### config.mk
export PLATFORM = sky130hd
export DESIGN_NAME = branch_resolve_update_flat
export DESIGN_NICKNAME = d
export VERILOG_FILES = /design/src/rtl/branch_resolve_update_if.sv /design/src/rtl/branch_resolve_update.sv /design/src/flat_wrapper.sv
export SDC_FILE = /design/constraint.sdc
export NUM_CORES = 1
export LEC_CHECK = 0
export BUFFER_PORTS_ARGS = -buffer_cell sky130_fd_sc_hd__buf_4
export CAP_MARGIN = 20
export CORE_UTILIZATION = 28
export DETAILED_ROUTE_END_ITERATION = 8
export GPL_TIMING_DRIVEN = 0
export PLACE_DENSITY = 0.52
export SLEW_MARGIN = 0
export SYNTH_ARGS = -nofsm -noshare
export SYNTH_HDL_FRONTEND = slang
export SYNTH_SLANG_ARGS = --single-unit
### constraint.sdc
create_clock -name CLK -period 16.4 [get_ports CLK]
set_input_delay 0.82 -clock CLK [delete_from_list [all_inputs] [get_ports CLK]]
set_output_delay 0.82 -clock CLK [all_outputs]
set_load 0.1 [all_outputs]
### src/rtl/branch_resolve_update_if.sv
// Bundle of EX-stage resolution inputs and predictor-training outputs.
// master drives the EX-side inputs and observes the training/flush outputs.
// slave is the resolve block itself, which consumes EX inputs and drives the outputs.
interface branch_resolve_update_if #(
    parameter int PHT_IDX_W = 11,
    parameter int CNT_W     = 16
);
    logic                 Stall;
    logic                 EX_Valid;
    logic                 EX_Cond;
    logic                 EX_JAL;
    logic                 EX_JALR;
    logic                 EX_RET;
    logic                 EX_CALL;
    logic [31:0]          EX_PC;
    logic                 EX_Actual_Taken;
    logic [31:0]          EX_Actual_Target;
    logic                 EX_Pred_Taken;
    logic [31:0]          EX_Pred_Target;
    logic                 EX_BTB_Hit;
    logic [PHT_IDX_W-1:0] EX_PHT_Index;
    logic [1:0]           EX_PHT_Data;

    logic [PHT_IDX_W-1:0] PHT_Write_Index;
    logic [1:0]           PHT_Write_Data;
    logic                 PHT_Write_En;
    logic                 GHR_Write_Data;
    logic                 GHR_Write_En;
    logic [31:0]          BTB_Write_Addr;
    logic [31:0]          BTB_Write_Data;
    logic                 BTB_Write_En;
    logic                 RAS_RET_Inst_EX;
    logic                 RAS_CALL_Inst;
    logic [31:0]          RAS_CALL_Inst_nextPC;
    logic                 Branch_Taken__EX_MEM;
    logic                 Mispredict;
    logic [31:0]          Redirect_PC;
    logic                 Flush;
    logic [CNT_W-1:0]     Branch_Count;
    logic [CNT_W-1:0]     Mispredict_Count;

    modport master (
        output Stall, EX_Valid, EX_Cond, EX_JAL, EX_JALR, EX_RET, EX_CALL, EX_PC,
               EX_Actual_Taken, EX_Actual_Target, EX_Pred_Taken, EX_Pred_Target,
               EX_BTB_Hit, EX_PHT_Index, EX_PHT_Data,
        input  PHT_Write_Index, PHT_Write_Data, PHT_Write_En, GHR_Write_Data, GHR_Write_En,
               BTB_Write_Addr, BTB_Write_Data, BTB_Write_En, RAS_RET_Inst_EX, RAS_CALL_Inst,
               RAS_CALL_Inst_nextPC, Branch_Taken__EX_MEM, Mispredict, Redirect_PC, Flush,
               Branch_Count, Mispredict_Count
    );

    modport slave (
        input  Stall, EX_Valid, EX_Cond, EX_JAL, EX_JALR, EX_RET, EX_CALL, EX_PC,
               EX_Actual_Taken, EX_Actual_Target, EX_Pred_Taken, EX_Pred_Target,
               EX_BTB_Hit, EX_PHT_Index, EX_PHT_Data,
        output PHT_Write_Index, PHT_Write_Data, PHT_Write_En, GHR_Write_Data, GHR_Write_En,
               BTB_Write_Addr, BTB_Write_Data, BTB_Write_En, RAS_RET_Inst_EX, RAS_CALL_Inst,
               RAS_CALL_Inst_nextPC, Branch_Taken__EX_MEM, Mispredict, Redirect_PC, Flush,
               Branch_Count, Mispredict_Count
    );
endinterface

### src/rtl/branch_resolve_update.sv
// EX branch resolution: trains PHT/GHR/BTB/RAS, detects mispredicts, runs flush FSM, keeps stats.
// Latency: every output is registered, one cycle after the capturing EX cycle; 1 capture/cycle.
// Backpressure: Stall or an active flush blocks capture; flush length is fixed and never stretched.
// Ports: CLK, RST (async, active-high) plus the slave side of branch_resolve_update_if.
module branch_resolve_update #(
    parameter int PHT_IDX_W    = 11,
    parameter int FLUSH_CYCLES = 2,
    parameter int CNT_W        = 16
) (
    input logic                    CLK,
    input logic                    RST,
    branch_resolve_update_if.slave bus
);
    localparam int FC_W = (FLUSH_CYCLES > 1) ? $clog2(FLUSH_CYCLES) : 1;
    localparam logic [0:0] S_IDLE  = 1'b0;
    localparam logic [0:0] S_FLUSH = 1'b1;

    logic [0:0]           state_q, state_d;
    logic [FC_W-1:0]      fcnt_q, fcnt_d;
    logic                 pht_we_q, pht_we_d, ghr_we_q, ghr_we_d, ghr_dat_q, ghr_dat_d;
    logic [PHT_IDX_W-1:0] pht_idx_q, pht_idx_d;
    logic [1:0]           pht_dat_q, pht_dat_d;
    logic                 btb_we_q, btb_we_d, ret_q, ret_d, call_q, call_d;
    logic [31:0]          btb_addr_q, btb_addr_d, btb_dat_q, btb_dat_d, npc_q, npc_d;
    logic                 bt_q, bt_d, mis_q, mis_d;
    logic [31:0]          redir_q, redir_d;
    logic [CNT_W-1:0]     bcnt_q, bcnt_d, mcnt_q, mcnt_d;

    logic        cap, ctl, act_tk, tgt_ne, mis, btb_we;
    logic [1:0]  btb_type, pht_next;
    logic [31:0] pc_plus4;

    always_comb begin
        cap      = bus.EX_Valid & ~bus.Stall & (state_q == S_IDLE);
        ctl      = bus.EX_Cond | bus.EX_JAL | bus.EX_JALR;
        act_tk   = ctl & bus.EX_Actual_Taken;
        tgt_ne   = bus.EX_Pred_Target != bus.EX_Actual_Target;
        // A prediction is wrong on direction, or right on "taken" but to the wrong place.
        mis      = (bus.EX_Pred_Taken != act_tk) | (bus.EX_Pred_Taken & act_tk & tgt_ne);
        // Returns are predicted by the RAS, so a stale BTB target on a RET is not rewritten.
        btb_we   = act_tk & (~bus.EX_BTB_Hit | (~bus.EX_RET & tgt_ne));
        btb_type = bus.EX_RET ? 2'b11 : bus.EX_JALR ? 2'b10 : bus.EX_JAL ? 2'b01 : 2'b00;
        pc_plus4 = bus.EX_PC + 32'd4;
        if (bus.EX_Actual_Taken) pht_next = (bus.EX_PHT_Data == 2'b11) ? 2'b11 : bus.EX_PHT_Data + 2'b01;
        else                     pht_next = (bus.EX_PHT_Data == 2'b00) ? 2'b00 : bus.EX_PHT_Data - 2'b01;
    end

    always_comb begin
        state_d    = state_q;
        fcnt_d     = fcnt_q;
        pht_we_d   = 1'b0;
        ghr_we_d   = 1'b0;
        btb_we_d   = 1'b0;
        ret_d      = 1'b0;
        call_d     = 1'b0;
        mis_d      = 1'b0;
        pht_idx_d  = pht_idx_q;
        pht_dat_d  = pht_dat_q;
        ghr_dat_d  = ghr_dat_q;
        btb_addr_d = btb_addr_q;
        btb_dat_d  = btb_dat_q;
        npc_d      = npc_q;
        bt_d       = bt_q;
        redir_d    = redir_q;
        bcnt_d     = bcnt_q;
        mcnt_d     = mcnt_q;

        if (cap) begin
            pht_we_d = bus.EX_Cond;
            ghr_we_d = bus.EX_Cond;
            if (bus.EX_Cond) begin
                pht_idx_d = bus.EX_PHT_Index;
                pht_dat_d = pht_next;
                ghr_dat_d = bus.EX_Actual_Taken;
            end
            btb_we_d = btb_we;
            if (btb_we) begin
                btb_addr_d = bus.EX_PC;
                btb_dat_d  = {bus.EX_Actual_Target[31:2], btb_type};
            end
            ret_d  = bus.EX_RET;
            call_d = bus.EX_CALL;
            if (bus.EX_CALL) npc_d = pc_plus4;
            bt_d    = act_tk;
            mis_d   = mis;
            redir_d = act_tk ? {bus.EX_Actual_Target[31:2], 2'b00} : pc_plus4;
            if (ctl && (bcnt_q != {CNT_W{1'b1}})) bcnt_d = bcnt_q + CNT_W'(1);
            if (mis && (mcnt_q != {CNT_W{1'b1}})) mcnt_d = mcnt_q + CNT_W'(1);
        end

        case (state_q)
            S_IDLE: begin
                if (cap && mis) begin
                    state_d = S_FLUSH;
                    fcnt_d  = FC_W'(FLUSH_CYCLES - 1);
                end
            end
            default: begin
                // Counter runs regardless of Stall so the flush window is fixed length.
                if (fcnt_q == '0) state_d = S_IDLE;
                else              fcnt_d  = fcnt_q - FC_W'(1);
            end
        endcase
    end

    always_ff @(posedge CLK or posedge RST) begin
        if (RST) begin
            state_q    <= S_IDLE;
            fcnt_q     <= '0;
            pht_we_q   <= 1'b0;
            ghr_we_q   <= 1'b0;
            btb_we_q   <= 1'b0;
            ret_q      <= 1'b0;
            call_q     <= 1'b0;
            mis_q      <= 1'b0;
            pht_idx_q  <= '0;
            pht_dat_q  <= '0;
            ghr_dat_q  <= 1'b0;
            btb_addr_q <= '0;
            btb_dat_q  <= '0;
            npc_q      <= '0;
            bt_q       <= 1'b0;
            redir_q    <= '0;
            bcnt_q     <= '0;
            mcnt_q     <= '0;
        end else begin
            state_q    <= state_d;
            fcnt_q     <= fcnt_d;
            pht_we_q   <= pht_we_d;
            ghr_we_q   <= ghr_we_d;
            btb_we_q   <= btb_we_d;
            ret_q      <= ret_d;
            call_q     <= call_d;
            mis_q      <= mis_d;
            pht_idx_q  <= pht_idx_d;
            pht_dat_q  <= pht_dat_d;
            ghr_dat_q  <= ghr_dat_d;
            btb_addr_q <= btb_addr_d;
            btb_dat_q  <= btb_dat_d;
            npc_q      <= npc_d;
            bt_q       <= bt_d;
            redir_q    <= redir_d;
            bcnt_q     <= bcnt_d;
            mcnt_q     <= mcnt_d;
        end
    end

    assign bus.PHT_Write_Index      = pht_idx_q;
    assign bus.PHT_Write_Data       = pht_dat_q;
    assign bus.PHT_Write_En         = pht_we_q;
    assign bus.GHR_Write_Data       = ghr_dat_q;
    assign bus.GHR_Write_En         = ghr_we_q;
    assign bus.BTB_Write_Addr       = btb_addr_q;
    assign bus.BTB_Write_Data       = btb_dat_q;
    assign bus.BTB_Write_En         = btb_we_q;
    assign bus.RAS_RET_Inst_EX      = ret_q;
    assign bus.RAS_CALL_Inst        = call_q;
    assign bus.RAS_CALL_Inst_nextPC = npc_q;
    assign bus.Branch_Taken__EX_MEM = bt_q;
    assign bus.Mispredict           = mis_q;
    assign bus.Redirect_PC          = redir_q;
    // Flush comes straight off the state flop so RST drops it immediately.
    assign bus.Flush                = (state_q == S_FLUSH);
    assign bus.Branch_Count         = bcnt_q;
    assign bus.Mispredict_Count     = mcnt_q;
endmodule

### src/flat_wrapper.sv
// flat-port wrapper written by rule: the top's interface ports become plain ports
module branch_resolve_update_flat 
#(
    parameter int PHT_IDX_W    = 11,
    parameter int FLUSH_CYCLES = 2,
    parameter int CNT_W        = 16
)
  (CLK, RST, bus_Stall, bus_EX_Valid, bus_EX_Cond, bus_EX_JAL, bus_EX_JALR, bus_EX_RET, bus_EX_CALL, bus_EX_PC, bus_EX_Actual_Taken, bus_EX_Actual_Target, bus_EX_Pred_Taken, bus_EX_Pred_Target, bus_EX_BTB_Hit, bus_EX_PHT_Index, bus_EX_PHT_Data, bus_PHT_Write_Index, bus_PHT_Write_Data, bus_PHT_Write_En, bus_GHR_Write_Data, bus_GHR_Write_En, bus_BTB_Write_Addr, bus_BTB_Write_Data, bus_BTB_Write_En, bus_RAS_RET_Inst_EX, bus_RAS_CALL_Inst, bus_RAS_CALL_Inst_nextPC, bus_Branch_Taken__EX_MEM, bus_Mispredict, bus_Redirect_PC, bus_Flush, bus_Branch_Count, bus_Mispredict_Count);
  branch_resolve_update_if #(.PHT_IDX_W(PHT_IDX_W), .CNT_W(CNT_W)) bus_i ();
  input logic CLK;
  input logic RST;
  input wire logic [$bits(bus_i.Stall)-1:0] bus_Stall;
  input wire logic [$bits(bus_i.EX_Valid)-1:0] bus_EX_Valid;
  input wire logic [$bits(bus_i.EX_Cond)-1:0] bus_EX_Cond;
  input wire logic [$bits(bus_i.EX_JAL)-1:0] bus_EX_JAL;
  input wire logic [$bits(bus_i.EX_JALR)-1:0] bus_EX_JALR;
  input wire logic [$bits(bus_i.EX_RET)-1:0] bus_EX_RET;
  input wire logic [$bits(bus_i.EX_CALL)-1:0] bus_EX_CALL;
  input wire logic [$bits(bus_i.EX_PC)-1:0] bus_EX_PC;
  input wire logic [$bits(bus_i.EX_Actual_Taken)-1:0] bus_EX_Actual_Taken;
  input wire logic [$bits(bus_i.EX_Actual_Target)-1:0] bus_EX_Actual_Target;
  input wire logic [$bits(bus_i.EX_Pred_Taken)-1:0] bus_EX_Pred_Taken;
  input wire logic [$bits(bus_i.EX_Pred_Target)-1:0] bus_EX_Pred_Target;
  input wire logic [$bits(bus_i.EX_BTB_Hit)-1:0] bus_EX_BTB_Hit;
  input wire logic [$bits(bus_i.EX_PHT_Index)-1:0] bus_EX_PHT_Index;
  input wire logic [$bits(bus_i.EX_PHT_Data)-1:0] bus_EX_PHT_Data;
  output wire logic [$bits(bus_i.PHT_Write_Index)-1:0] bus_PHT_Write_Index;
  output wire logic [$bits(bus_i.PHT_Write_Data)-1:0] bus_PHT_Write_Data;
  output wire logic [$bits(bus_i.PHT_Write_En)-1:0] bus_PHT_Write_En;
  output wire logic [$bits(bus_i.GHR_Write_Data)-1:0] bus_GHR_Write_Data;
  output wire logic [$bits(bus_i.GHR_Write_En)-1:0] bus_GHR_Write_En;
  output wire logic [$bits(bus_i.BTB_Write_Addr)-1:0] bus_BTB_Write_Addr;
  output wire logic [$bits(bus_i.BTB_Write_Data)-1:0] bus_BTB_Write_Data;
  output wire logic [$bits(bus_i.BTB_Write_En)-1:0] bus_BTB_Write_En;
  output wire logic [$bits(bus_i.RAS_RET_Inst_EX)-1:0] bus_RAS_RET_Inst_EX;
  output wire logic [$bits(bus_i.RAS_CALL_Inst)-1:0] bus_RAS_CALL_Inst;
  output wire logic [$bits(bus_i.RAS_CALL_Inst_nextPC)-1:0] bus_RAS_CALL_Inst_nextPC;
  output wire logic [$bits(bus_i.Branch_Taken__EX_MEM)-1:0] bus_Branch_Taken__EX_MEM;
  output wire logic [$bits(bus_i.Mispredict)-1:0] bus_Mispredict;
  output wire logic [$bits(bus_i.Redirect_PC)-1:0] bus_Redirect_PC;
  output wire logic [$bits(bus_i.Flush)-1:0] bus_Flush;
  output wire logic [$bits(bus_i.Branch_Count)-1:0] bus_Branch_Count;
  output wire logic [$bits(bus_i.Mispredict_Count)-1:0] bus_Mispredict_Count;
  assign bus_i.Stall = bus_Stall;
  assign bus_i.EX_Valid = bus_EX_Valid;
  assign bus_i.EX_Cond = bus_EX_Cond;
  assign bus_i.EX_JAL = bus_EX_JAL;
  assign bus_i.EX_JALR = bus_EX_JALR;
  assign bus_i.EX_RET = bus_EX_RET;
  assign bus_i.EX_CALL = bus_EX_CALL;
  assign bus_i.EX_PC = bus_EX_PC;
  assign bus_i.EX_Actual_Taken = bus_EX_Actual_Taken;
  assign bus_i.EX_Actual_Target = bus_EX_Actual_Target;
  assign bus_i.EX_Pred_Taken = bus_EX_Pred_Taken;
  assign bus_i.EX_Pred_Target = bus_EX_Pred_Target;
  assign bus_i.EX_BTB_Hit = bus_EX_BTB_Hit;
  assign bus_i.EX_PHT_Index = bus_EX_PHT_Index;
  assign bus_i.EX_PHT_Data = bus_EX_PHT_Data;
  assign bus_PHT_Write_Index = bus_i.PHT_Write_Index;
  assign bus_PHT_Write_Data = bus_i.PHT_Write_Data;
  assign bus_PHT_Write_En = bus_i.PHT_Write_En;
  assign bus_GHR_Write_Data = bus_i.GHR_Write_Data;
  assign bus_GHR_Write_En = bus_i.GHR_Write_En;
  assign bus_BTB_Write_Addr = bus_i.BTB_Write_Addr;
  assign bus_BTB_Write_Data = bus_i.BTB_Write_Data;
  assign bus_BTB_Write_En = bus_i.BTB_Write_En;
  assign bus_RAS_RET_Inst_EX = bus_i.RAS_RET_Inst_EX;
  assign bus_RAS_CALL_Inst = bus_i.RAS_CALL_Inst;
  assign bus_RAS_CALL_Inst_nextPC = bus_i.RAS_CALL_Inst_nextPC;
  assign bus_Branch_Taken__EX_MEM = bus_i.Branch_Taken__EX_MEM;
  assign bus_Mispredict = bus_i.Mispredict;
  assign bus_Redirect_PC = bus_i.Redirect_PC;
  assign bus_Flush = bus_i.Flush;
  assign bus_Branch_Count = bus_i.Branch_Count;
  assign bus_Mispredict_Count = bus_i.Mispredict_Count;
  branch_resolve_update #(.PHT_IDX_W(PHT_IDX_W), .FLUSH_CYCLES(FLUSH_CYCLES), .CNT_W(CNT_W)) u_core (.CLK(CLK), .RST(RST), .bus(bus_i));
endmodule
# --- Word level (Yosys, flattened, before mapping) ---
# Cells that the tools add are included.
# Widths: inputs -> output; s select.
op_classes:
  addsub: 6
  n_eq_ne: 5
  muxes: 18
  bitwise_logic: 15
  reduce_logical: 10
op_table:
  columns: ["op", "n"]
  rows:
  - ["$add 16x1->16 const B", 2]
  - ["$add 32x3->32 const B", 1]
  - ["$mux 32", 1]
  - ["$ne 16x16->1 const B", 2]
  - ["$ne 32x32->1", 1]
  - ["$mux 1", 12]
  - ["$mux 2", 5]
  - ["$reduce_and 2->1", 5]
  - ["$and 1x1->1", 7]
  - ["$not 1->1", 4]
  - ["$or 1x1->1", 4]
  - ["$logic_and 1x1->1", 3]
  - ["$add 2x1->2 const B", 1]
  - ["$eq 2x2->1 const B", 1]
  - ["$logic_not 2->1", 1]
  - ["$reduce_bool 2->1", 1]
  - ["$sub 2x1->2 const B", 1]
  - ["$ne 1x1->1", 1]
  - ["$sub 1x1->1 const B", 1]
word_totals:
  register_bits: 182

# --- Longest topological paths before layout ---
# Gate-level depths: netlist of the first run.
logic_depth:
  word_depth: 9
  depth_mapped: 10
  depth_no_buf: 9

# --- Worst setup path before layout of the first run ---
# OpenSTA, ideal clock, no wires.
synth_path:
  path_type: "input port to flip-flop"
  from: "input bus_EX_JAL"
  to: "register u_core.mcnt_q[13] (netlist: u_core.bus.Mispredict_Count[13])"
  setup_time_ns: 0.163
  arrival_ns: 2.803
  required_ns: 16.237
  slack_ns: 13.434
  stages: 10
  cell_sequence: "or3_1 nand2_1 inv_1 clkbuf_1 ha_1 o21ai_0 a31oi_1 nand2_1 nor4b_2 xor2_1"
synth_between:
  elab_chain_cells: 8
synth_rtl:
  columns: ["element", "line_no", "text"]
  rows:
  - ["start, declared", "flat_wrapper.sv:15", "input wire logic [$bits(bus_i.EX_JAL)-1:0] bus_EX_JAL;"]
  - ["$or 1x1->1 * (2 in series)", "branch_resolve_update.sv:35", "ctl = bus.EX_Cond | bus.EX_JAL | bus.EX_JALR;"]
  - ["$and 1x1->1 *", "branch_resolve_update.sv:36", "act_tk = ctl & bus.EX_Actual_Taken;"]
  - ["net u_core.act_tk", "branch_resolve_update.sv:29", "logic cap, ctl, act_tk, tgt_ne, mis, btb_we;"]
  - ["$and 1x1->1 (2 in series)", "branch_resolve_update.sv:39", "mis = (bus.EX_Pred_Taken != act_tk) | (bus.EX_Pred_Taken & act_tk & tgt_ne);"]
  - ["$or 1x1->1 *", "branch_resolve_update.sv:39", null]
  - ["$logic_and 1x1->1 *", "branch_resolve_update.sv:88", "if (mis && (mcnt_q != {CNT_W{1'b1}})) mcnt_d = mcnt_q + CNT_W'(1);"]
  - ["$reduce_and 2->1 (no line) *", null, null]
  - ["end signal, assigned", "branch_resolve_update.sv:144", "mcnt_q <= mcnt_d;"]
  - ["end, declared", "branch_resolve_update.sv:27", "logic [CNT_W-1:0] bcnt_q, bcnt_d, mcnt_q, mcnt_d;"]
# Mark *: on every way through the listed nets, which the timed path passes. The rest lies on a longest branch.
# A chain may end at the register's enable or synchronous reset.

# --- Worst setup path after layout of the first run ---
# Same ends and word-level chain as after synthesis.

==> results of run 1 <==
[metal layers]
| layer | wire length, um | vias to the layer above | track usage, % | part of all wire (%) |
|---|---|---|---|---|
| met2 | 13900 | 192 | 30.4 | 48 |
| met3 | 1610 | 18 | 4.31 | 5.5 |
| met5 | 0 | - | 0 | 0 |
| met1 | 13300 | 3398 | 25.9 | 46 |
| li1 | - | 3203 | - | - |
| met4 | 272 | 0 | 4.35 | 0.93 |
[cells in the mapped netlist (18+ instances only)]
cell type,count
dfrtp_1,182
nand2_1,97
o21ai_0,62
xnor2_1,62
mux2_4,50
xor2_1,27
a21oi_1,26
mux2_2,26
nor2_1,26
nand4_1,24
nor3_1,22
clkbuf_1,18
[worst max path at each step]
stage,startpoint,endpoint,slack [ps],cells after the start
after global placement,RST,u_core.bus.BTB_Write_Addr[4],7870,2
after global routing,bus_EX_JAL,u_core.bus.Mispredict_Count[15],12850,11
final,bus_EX_JAL,u_core.bus.Mispredict_Count[13],13120,11
after detailed placement,bus_EX_JAL,u_core.bus.Mispredict_Count[13],12590,11
after floorplan,RST,u_core.bus.BTB_Write_Addr[0],10640,1
after CTS,bus_EX_JAL,u_core.bus.Mispredict_Count[13],13040,11
[metrics by stage]
stage                     area (sq um)  util [%]  setup WS [ps]  hold WS (ps)
after floorplan                   8430         -          10640           450
after global placement           11200      37.7           7870           452
after detailed placement         11200      37.9          12590           464
after CTS                        11800      39.7          13040           479
after global routing             11800      39.7          12850           496
final                            11800      39.7          13120           457
[cell type report]
cell class	count	area (sq um)	share of cell area, %
flip-flops and latches	182	4550	38.7
well taps	390	488	4.15
repair buffers	303	2290	19.5
inverters	13	56.3	0.479
multi-input cells	511	3660	31.1
plain buffers	31	170	1.45
clock inverters	10	76.3	0.649
clock buffers	20	457	3.89
[cell families (layout without fill, tap and decap cells)]
| group | after synthesis | after routing | share of synthesized area, % |
|---|---|---|---|
| xor+xnor | 89 | 89 | 9.24 |
| compound gates | 121 | 121 | 8.12 |
| buf+inv | 44 | 377 | 2.60 |
| simple gates | 220 | 220 | 12.9 |
| fa+ha+maj | 4 | 4 | 0.594 |
| mux | 77 | 77 | 12.5 |
| flops | 182 | 182 | 54.0 |
[flip-flops by register name, summed over array words and instances, names as in the netlist]
| register | flops |
|---|---|
| u_core.bus.RAS_CALL_Inst_nextPC | 32 |
| u_core.fcnt_q | 1 |
| u_core.bus.Branch_Taken__EX_MEM | 1 |
| u_core.bus.Flush | 1 |
| u_core.bus.Mispredict_Count | 16 |
| u_core.bus.BTB_Write_En | 1 |
| u_core.bus.Redirect_PC | 32 |
| u_core.bus.PHT_Write_Data | 2 |
| u_core.bus.PHT_Write_Index | 11 |
| u_core.bus.RAS_RET_Inst_EX | 1 |
| u_core.bus.BTB_Write_Addr | 32 |
| u_core.bus.RAS_CALL_Inst | 1 |
| u_core.bus.PHT_Write_En | 1 |
| u_core.bus.Branch_Count | 16 |
| u_core.bus.GHR_Write_Data | 1 |
| u_core.bus.BTB_Write_Data | 32 |
| u_core.bus.Mispredict | 1 |
[power by group through the flow]
stage	registers [W]	logic, W	clock network (W)
floorplan	0.00157	0.000180	0
global placement	0.000660	0.00141	0
detailed placement	0.000662	0.00141	0
CTS	0.000655	0.00141	0.000402
global route	0.000671	0.00144	0.000420
finish	0.000655	0.00140	0.000390
[placed cells by master, fill, tap and decap left out, drive strengths merged, types with 3 or more instances in the layout]
cell      synthesis  final
nor3             22     22
a21o             17     17
nor2             26     26
a22oi             3      3
and2              6      6
xor2             27     27
clkinv            0      3
clkinvlp          0      6
ha                4      4
dfrtp           182    182
buf              13    316
a31oi             3      3
o21ai            63     63
nand2            97     97
nand4            24     24
xnor2            62     62
mux2             76     76
nor4              8      8
clkbuf           18     38
a21oi            26     26
and4              6      6
nand3            16     16
o211ai            3      3
and3              6      6
inv              13     14
[worst max-delay path: cells and delay by family]
| family | cells | cell delay [ps] |
|---|---|---|
| AO/OA/AOI/OAI | 2 | 460 |
| AND/OR/NAND/NOR | 4 | 1210 |
| adder cells (fa/ha/maj) | 1 | 450 |
| buffers and inverters | 3 | 530 |
| XOR/XNOR | 1 | 160 |
==> qor.txt, run 1 <==
status: finished clean
hpwl dp: 22.3 mm
Root Driver: clkbuf_16
final number of max-transition violations: 0
WP data required: 16760 ps
Most used DFF post-synth: dfrtp_1
io pins: 303
RSZ-0062 raised after global routing: no
initial antenna violation count: 0
synth top area cells: dfrtp_1 (54%), mux2_4 (8.9%), xnor2_1 (6.4%), nand2_1 (4.3%), o21ai_0 (3.7%)
vias in the first global route: 6717
post-synthesis sequential area ratio: 54.0%
cts hold-fix bufs: 0
initial core utilization: 28.4%
routed vias: 6811
CP Class: in -> reg
chip height: 176 um
Worst Hold Class: in -> async
max frequency: 305 MHz
Period minus WS final: 3280 ps
Flop pwr share: 26.7%
final setup vio count: 0
Leakage Power: 5.60 nW
Worst EP arrival: 3640 ps
FF+latch count, synth: 182
Crit-path slowest cell: ha_1
worst-skew pair later-pin latency: 430 ps
largest net degree at the start of global routing: 99
Post-Syn Nets: 862
Pre-antenna DRT Iters: 4
grt ovf: 0
Comb pwr share: 57.3%
Crit Reg-Reg Endpoint: u_core.fcnt_q
DIE WIDTH: 176 um
layout cells sized above 1: 39.9%
Iter 0 DRT Violations: 455
Worst-path clk slew: 70 ps
buffer depth of the longest clock path: 2
CTS buffer count: 17
pwr dens: 208 mW/mm^2
max-cap violation count: 0
CP dominant cell by count: nand2_1
Net Sw Power: 0.00138 W
crit-path max FO: 10
fin cells: 1460
Mapped Cells: 737
ant diodes: 0
setup TNS: 0 ps
DP Cell Count: 1430
worst r2r path cells: 5
Sink Count: 182
CTS tree: built
r2r startpoint: u_core.bus.Flush
Power, Total: 0.00245 W
Worst Setup End Kind: flop
# nets final: 1184
slew margin rel.: 54.5%
switching portion of total power: 56.2%
top-area cell type share of the netlist area: 54.0%
area leader, netlist: dfrtp_1
Routed WL per cell: 20.0 um
Site Rows: 63
fin crit share: 20.0%
Die ar.: 0.0308 sq mm
worst slew pin tran: 682 ps
Avg Vias per Cell: 4.67
YS warnings: 0
first-pass GRT wire length: 42.9 mm
Clk pwr share: 15.9%
CP Launch Type: primary input
CP peak stage delay: 450 ps
Fin. Hold Viols: 0
drt drc: 0
Cell variety after synth: 43
antenna viol nets, final: 0
worst-path cell chain: buf_4 -> or3_1 -> nand2_1 -> inv_1 -> clkbuf_1 -> ha_1 -> o21ai_0 -> a31oi_1 -> nand2_1 -> nor4b_2 -> xor2_1
area grow syn2layout: 39.4%
Peak VDD IR: 0.000135 V
post-CTS sizing: 0
post-synthesis average cell area: 11.4 sq um
number of fill cells: 2987
Async S/R FF share, synth: 100%
number of flops mapped to enable cells by yosys: 0
internal power: 0.00107 W
buffer count from post-CTS setup fixing: 0
total track usage: 19.0%
final clock skew: 11.4 ps
Total Wirelength: 29.1 mm
setup slack, reg-to-reg: 13920 ps
routability congestion estimate: 0.796
H-tree levels: 4
CORE AREA: 0.0296 sq mm
number of port buffers: 302
post-synthesis cell area: 0.00843 sq mm
Power figures use the tool's default switching activity.
==> run 2: changes to the inputs <==
Settings changed: ABC_AREA from default to 1.
Clock period 16.4 ns to 3.3 ns, I/O delays scaled along.
==> run 2 against run 1 <==
First-iteration DRC count grew 31%. Sequential share of layout area is 1.9 points lower. Critical path depth increased by 3. Non-clock buffer count is 33 higher. Combinational power increased to 4.7 times the previous value. Die area increased by 2.6%. Power rose to 4.9 times the previous value. Sequential cell count did not move. Via count up 18%. Largest cell class unchanged. Critical endpoint is now u_core.bus.BTB_Write_Addr[30]. Highest routed layer unchanged. Cell count rose by 21%.
==> qor.txt, run 2 <==
Sink Count: 182
worst slew pin tran: 610 ps
buffer depth of the longest clock path: 2
antenna viol nets, final: 0
Async S/R FF share, synth: 100%
drt drc: 0
post-synthesis sequential area ratio: 52.6%
most common cell after layout, fill and taps aside: nand2_1
Cell variety after synth: 39
top-area cell type share of the netlist area: 52.6%
initial antenna violation count: 0
multi-input logic area: 0.00349 sq mm
Worst Setup End Kind: flop
Die ar.: 0.0316 sq mm
setup slack, reg-to-reg: 1220 ps
number of fill cells: 3091
chip height: 178 um
Worst Hold Class: in -> reg
Site Rows: 63
Worst EP arrival: 2440 ps
synth top area cells: dfrtp_1 (53%), nand2_1 (15%), o21ai_0 (4.8%), inv_1 (4.6%), xnor2_1 (3.7%)
Worst-path clk slew: 80 ps
met2 GRT Util: 32.1%
Placed Area: 0.0115 sq mm
io pins: 303
max-cap violation count: 0
ant diodes: 0
Fin. Hold Viols: 0
DP Cell Count: 1717
register area: 0.00455 sq mm
slew margin rel.: 59.3%
area grow syn2layout: 42.8%
vias in the first global route: 7847
worst-skew pair later-pin latency: 440 ps
CTS buffer count: 17
Period minus WS final: 2130 ps
FF+latch count, synth: 182
layout cells sized above 1: 28.6%
CTS tree: built
# nets final: 1495
count leader, synth: nand2_1
post-synthesis cell area: 0.00865 sq mm
first-pass GRT wire length: 46.5 mm
Mapped Cells: 1020
area leader, netlist: dfrtp_1
Most used DFF post-synth: dfrtp_1
fin worst setup slack: 1170 ps
CP Class: in -> reg
max frequency: 470 MHz
DIE WIDTH: 178 um
routability congestion estimate: 0.843
CP Launch Type: primary input
H-tree levels: 4
final clock skew: 16.3 ps
Iter 0 DRT Violations: 597
most instantiated cells after synthesis: nand2_1 (355), dfrtp_1 (182), inv_1 (106), o21ai_0 (83), nor2_1 (41)
RSZ-0062 raised after global routing: no
M1 GR Usage: 25.4%
largest net degree at the start of global routing: 38
post-CTS sizing: 0
post-synthesis average cell area: 8.48 sq um
initial core utilization: 28.8%
GR peak layer: met2
pwr dens: 968 mW/mm^2
grt ovf: 0
total track usage: 19.7%
buffer count from post-CTS setup fixing: 0
Pre-antenna DRT Iters: 7
number of port buffers: 302
CORE AREA: 0.0300 sq mm
Post-Place Worst Slack: 1110 ps
YS warnings: 0
final number of max-transition violations: 0
routed vias: 8010
Routed WL per cell: 17.1 um
Post-Syn Nets: 1145
hpwl dp: 23.7 mm
fin crit share: 64.5%
number of flops mapped to enable cells by yosys: 0
Leakage Power: 6.50 nW
Total Wirelength: 30.3 mm
crit-path max FO: 10
Peak VDD IR: 0.000470 V
final setup vio count: 0
fin cells: 1773
met3 Use GR: 5.16%
status: finished clean
cts hold-fix bufs: 24
fin area: 0.0124 sq mm
Avg Vias per Cell: 4.52
most frequent cells in the layout: nand2_1 (355), buf_4 (311), dfrtp_1 (182)
Root Driver: clkbuf_16
WP data required: 3610 ps
==> run 2: changes by cell type after synthesis, moves of 15 or more <==
| cell | previous run | this run |
|---|---|---|
| nor2_1 | 26 | 41 |
| nand2_1 | 97 | 355 |
| inv_1 | 13 | 106 |
| o21ai_0 | 62 | 83 |
| mux2_4 | 50 | 0 |
| mux2_2 | 26 | 1 |
| a21o_1 | 17 | 0 |
| nand3_1 | 16 | 32 |
| xnor2_1 | 62 | 37 |
| a21oi_1 | 26 | 3 |
==> run 2: kinds of logic after synthesis <==
logic type	after synthesis	share of synthesized area, %
flops	182	52.6
compound gates	120	8.13
xor+xnor	70	7.09
fa+ha+maj	4	0.578
buf+inv	151	7.07
mux	1	0.130
simple gates	492	24.4
==> run 2: metal layers <==
metal	wire [um]	vias to the layer above
li1	-	3934
met1	13200	3816
met2	14300	229
met3	2080	31
met4	620	0
met5	0	-
==> run 2: worst max-delay path: stages <==
cell and delay (ps):
dlygate4sd3_1 530, buf_4 160, xnor2_1 140, nand2_1 60, nor2_1 90, nand2_1 70, nor2_1 220, nand2_1 130
nand2_1 80, nand2_1 50, nand2_1 90, buf_4 210, buf_2 300, o21ai_0 120
==> run 2: path summary, 6_finish.rpt <==
path / from / end / cells past startpoint
max in group asynchronous: RST / u_core.bus.BTB_Write_Addr[26] / 5
min in group asynchronous: RST / u_core.bus.Mispredict_Count[14] / 3
setup reg to reg: u_core.bus.Flush / u_core.bus.Redirect_PC[31] / 6
hold / removal: bus_EX_PC[3] / u_core.bus.BTB_Write_Addr[3] / 3
hold reg to reg: u_core.bus.PHT_Write_Index[6] / u_core.bus.PHT_Write_Index[6] / 2
setup / recovery: bus_EX_Actual_Target[11] / u_core.bus.BTB_Write_Addr[30] / 14
==> run 2: area by class of cell <==
class                      instances  share of cell area, %
buffer                            36                   1.46
clock buffer                      17                   3.44
clock inverter                    15                   1.47
inverter                         115                   3.52
multi-input combinational        687                   28.2
sequential                       182                   36.9
tap                              390                   3.95
timing repair buffer             331                   21.1
==> run 2: power by group <==
group | leakage, nW | internal (W) | switching [W]
Combinational | 3.89 | 0.00124 | 0.00539
Sequential | 2.30 | 0.00282 | 0.000389
Clock | 0.299 | 0.00109 | 0.00104
==> run 2: stage by stage <==
step / TNS, ps / power (W) / utilization [%] / hold WS [ps]
6_report: 0 / 0.0120 / 41.1 / 15.9
5_1_grt: 0 / 0.0125 / 41.1 / 9.62
4_1_cts: 0 / 0.0121 / 41.1 / 1.13
3_5_place_dp: 0 / 0.00989 / 38.3 / 262
3_3_place_gp: -111150 / 0.00985 / 38.0 / 369
2_1_floorplan: 0 / 0.00827 / - / 275
==> run 3: changes to the inputs <==
Settings changed: ABC_AREA 1 to 0, PLACE_DENSITY 0.52 to 0.54.
Clock period 3.3 ns to 1.8 ns, I/O delays scaled along.
==> run 3 against run 2 <==
The flow now finishes with violations (negative setup slack). Sequential share of layout area is 2.5 points lower. Hold slack better by 8.3 ps. Design area is 7.2% higher. Core utilization is 3.5 points higher. Clock-buffer cell count is 5 higher. First-iteration DRC count is 50% lower. Critical path type unchanged. Critical endpoint unchanged. Highest routed layer unchanged.
==> qor.txt, run 3 (same netlist as run 1, synthesis figures left out) <==
status: finished, violations left
failing checks: negative setup slack
Net Sw Power: 0.0126 W
DP Cell Count: 1434
fin cells: 1565
number of port buffers: 302
internal power: 0.0102 W
Comb pwr share: 57.4%
Crit-path slowest cell: nor4_4
Worst EP arrival: 2170 ps
Bufs and invs on worst path: 3
worst-path cell chain: buf_4 -> xnor2_1 -> nand4_1 -> nor4_4 -> a21o_1 -> a21oi_4 -> buf_12 -> clkbuf_16 -> mux2_4
Routed WL per cell: 19.4 um
hpwl dp: 22.2 mm
area grow syn2layout: 57.1%
fin worst setup slack: -59.3 ps
Die ar.: 0.0308 sq mm
io pins: 303
H-tree levels: 4
CP startpoint: bus_EX_Actual_Target[4]
antenna viol nets, final: 0
CTS tree: built
pwr dens: 1730 mW/mm^2
Leakage Power: 6.25 nW
multi-input logic area: 0.00395 sq mm
final setup vio count: 56
fin crit share: 103%
total track usage: 19.6%
first-pass GRT wire length: 44.6 mm
routability congestion estimate: 0.766
Flop pwr share: 26.2%
max frequency: 538 MHz
most common cell after layout, fill and taps aside: buf_4
Root Driver: clkbuf_16
most frequent cells in the layout: buf_4 (319), dfrtp_1 (181), nand2_1 (91)
grt ovf: 0
Worst Setup End Kind: flop
Avg Vias per Cell: 4.58
CP peak stage delay: 410 ps
delay-heaviest family, CP: simple AND/OR/NAND/NOR gates
Fin. Hold Viols: 0
Pre-antenna DRT Iters: 6
Post-Place Worst Slack: -1230 ps
layout cells sized above 1: 42.0%
crit-path max FO: 9
slew margin rel.: 58.7%
chip height: 176 um
initial antenna violation count: 0
max-cap violation count: 0
Sink Count: 182
register area: 0.00456 sq mm
CORE AREA: 0.0296 sq mm
Site Rows: 63
buffer depth of the longest clock path: 2
final number of max-transition violations: 0
vias in the first global route: 7274
CTS buffer count: 17
Worst Hold Class: in -> reg
CP Class: in -> reg
Worst-path clk slew: 70 ps
r2r startpoint: u_core.bus.Flush
# nets final: 1287
WP data required: 2110 ps
Peak VDD IR: 0.00107 V
initial core utilization: 28.4%
largest net degree at the start of global routing: 39
switching portion of total power: 55.3%
routed vias: 7164
ant diodes: 0
DIE WIDTH: 176 um
CP Launch Type: primary input
RSZ-0062 raised after global routing: yes
number of fill cells: 2892
worst slew pin tran: 620 ps
drt drc: 0
Iter 0 DRT Violations: 299
final clock skew: 6.86 ps
worst-skew pair later-pin latency: 430 ps
Clk pwr share: 16.4%
Period minus WS final: 1860 ps
hold wc startpoint: bus_EX_PC[13]
Total Wirelength: 30.3 mm
## run 3: power by group through the flow
stage / clock [W] / combinational (W) / sequential (W)
floorplan: 0 / 0.00164 / 0.0143
global placement: 0 / 0.0128 / 0.00601
detailed placement: 0 / 0.0129 / 0.00603
CTS: 0.00385 / 0.0131 / 0.00598
global route: 0.00401 / 0.0135 / 0.00615
finish: 0.00375 / 0.0131 / 0.00599
## run 3: path summary, 6_finish.rpt
| check | end | slack [ps] | cells after the start |
|---|---|---|---|
| hold reg to reg | u_core.bus.RAS_CALL_Inst_nextPC[19] | 480 | 2 |
| setup reg to reg | u_core.bus.BTB_Write_Addr[30] | -30 | 6 |
| min in group asynchronous | u_core.bus.Branch_Count[13] | 100 | 3 |
| max in group asynchronous | u_core.bus.Redirect_PC[1] | 730 | 6 |
| setup / recovery | u_core.bus.BTB_Write_Addr[30] | -60 | 9 |
| hold / removal | u_core.bus.RAS_CALL_Inst_nextPC[13] | 20 | 3 |
## run 3: worst register-to-register path, stage by stage (launching register included)
cell,delay (ps)
dfrtp_2,430
nor3b_4,300
nand2_2,130
a21oi_4,160
buf_12,200
clkbuf_16,200
mux2_4,300
## run 3: per-layer routing
metal	track usage [%]	part of all wire [%]	up-vias
met2	32.2	49	197
met1	26.4	45	3556
li1	-	-	3400
met5	0	0	-
met3	4.13	5.0	11
met4	4.64	0.86	0
## run 3: area by class of cell
cell class                 instances  area share, %
buffer                            31           2.03
clock buffer                      22           3.58
clock inverter                    10          0.727
inverter                          13          0.397
multi-input combinational        511           29.8
sequential                       182           34.4
tap                              390           3.68
timing repair buffer             406           25.4
## run 3: timing repair
item                       in CTS  in global routing
gates cloned                    0                  2
buffers inserted                9                  7
hold endpoints to repair      134                  0
pin swaps                       8                 13
hold buffers                   81                  0
resized for setup              59                 46
setup endpoints to repair     173                111
## run 3: per-stage QoR
step           TNS (ps)  cell area [sq um]  power (W)  utilization [%]  hold slack [ps]
4_1_cts           -1350              13000     0.0230             43.8             10.5
6_report          -1680              13200     0.0229             44.7             24.2
5_1_grt           -4430              13200     0.0236             44.7             18.0
2_1_floorplan   -164640               8440     0.0159                -              195
3_5_place_dp     -96090              11300     0.0189             38.1            -9.87
3_3_place_gp    -465470              11200     0.0188             37.8              325
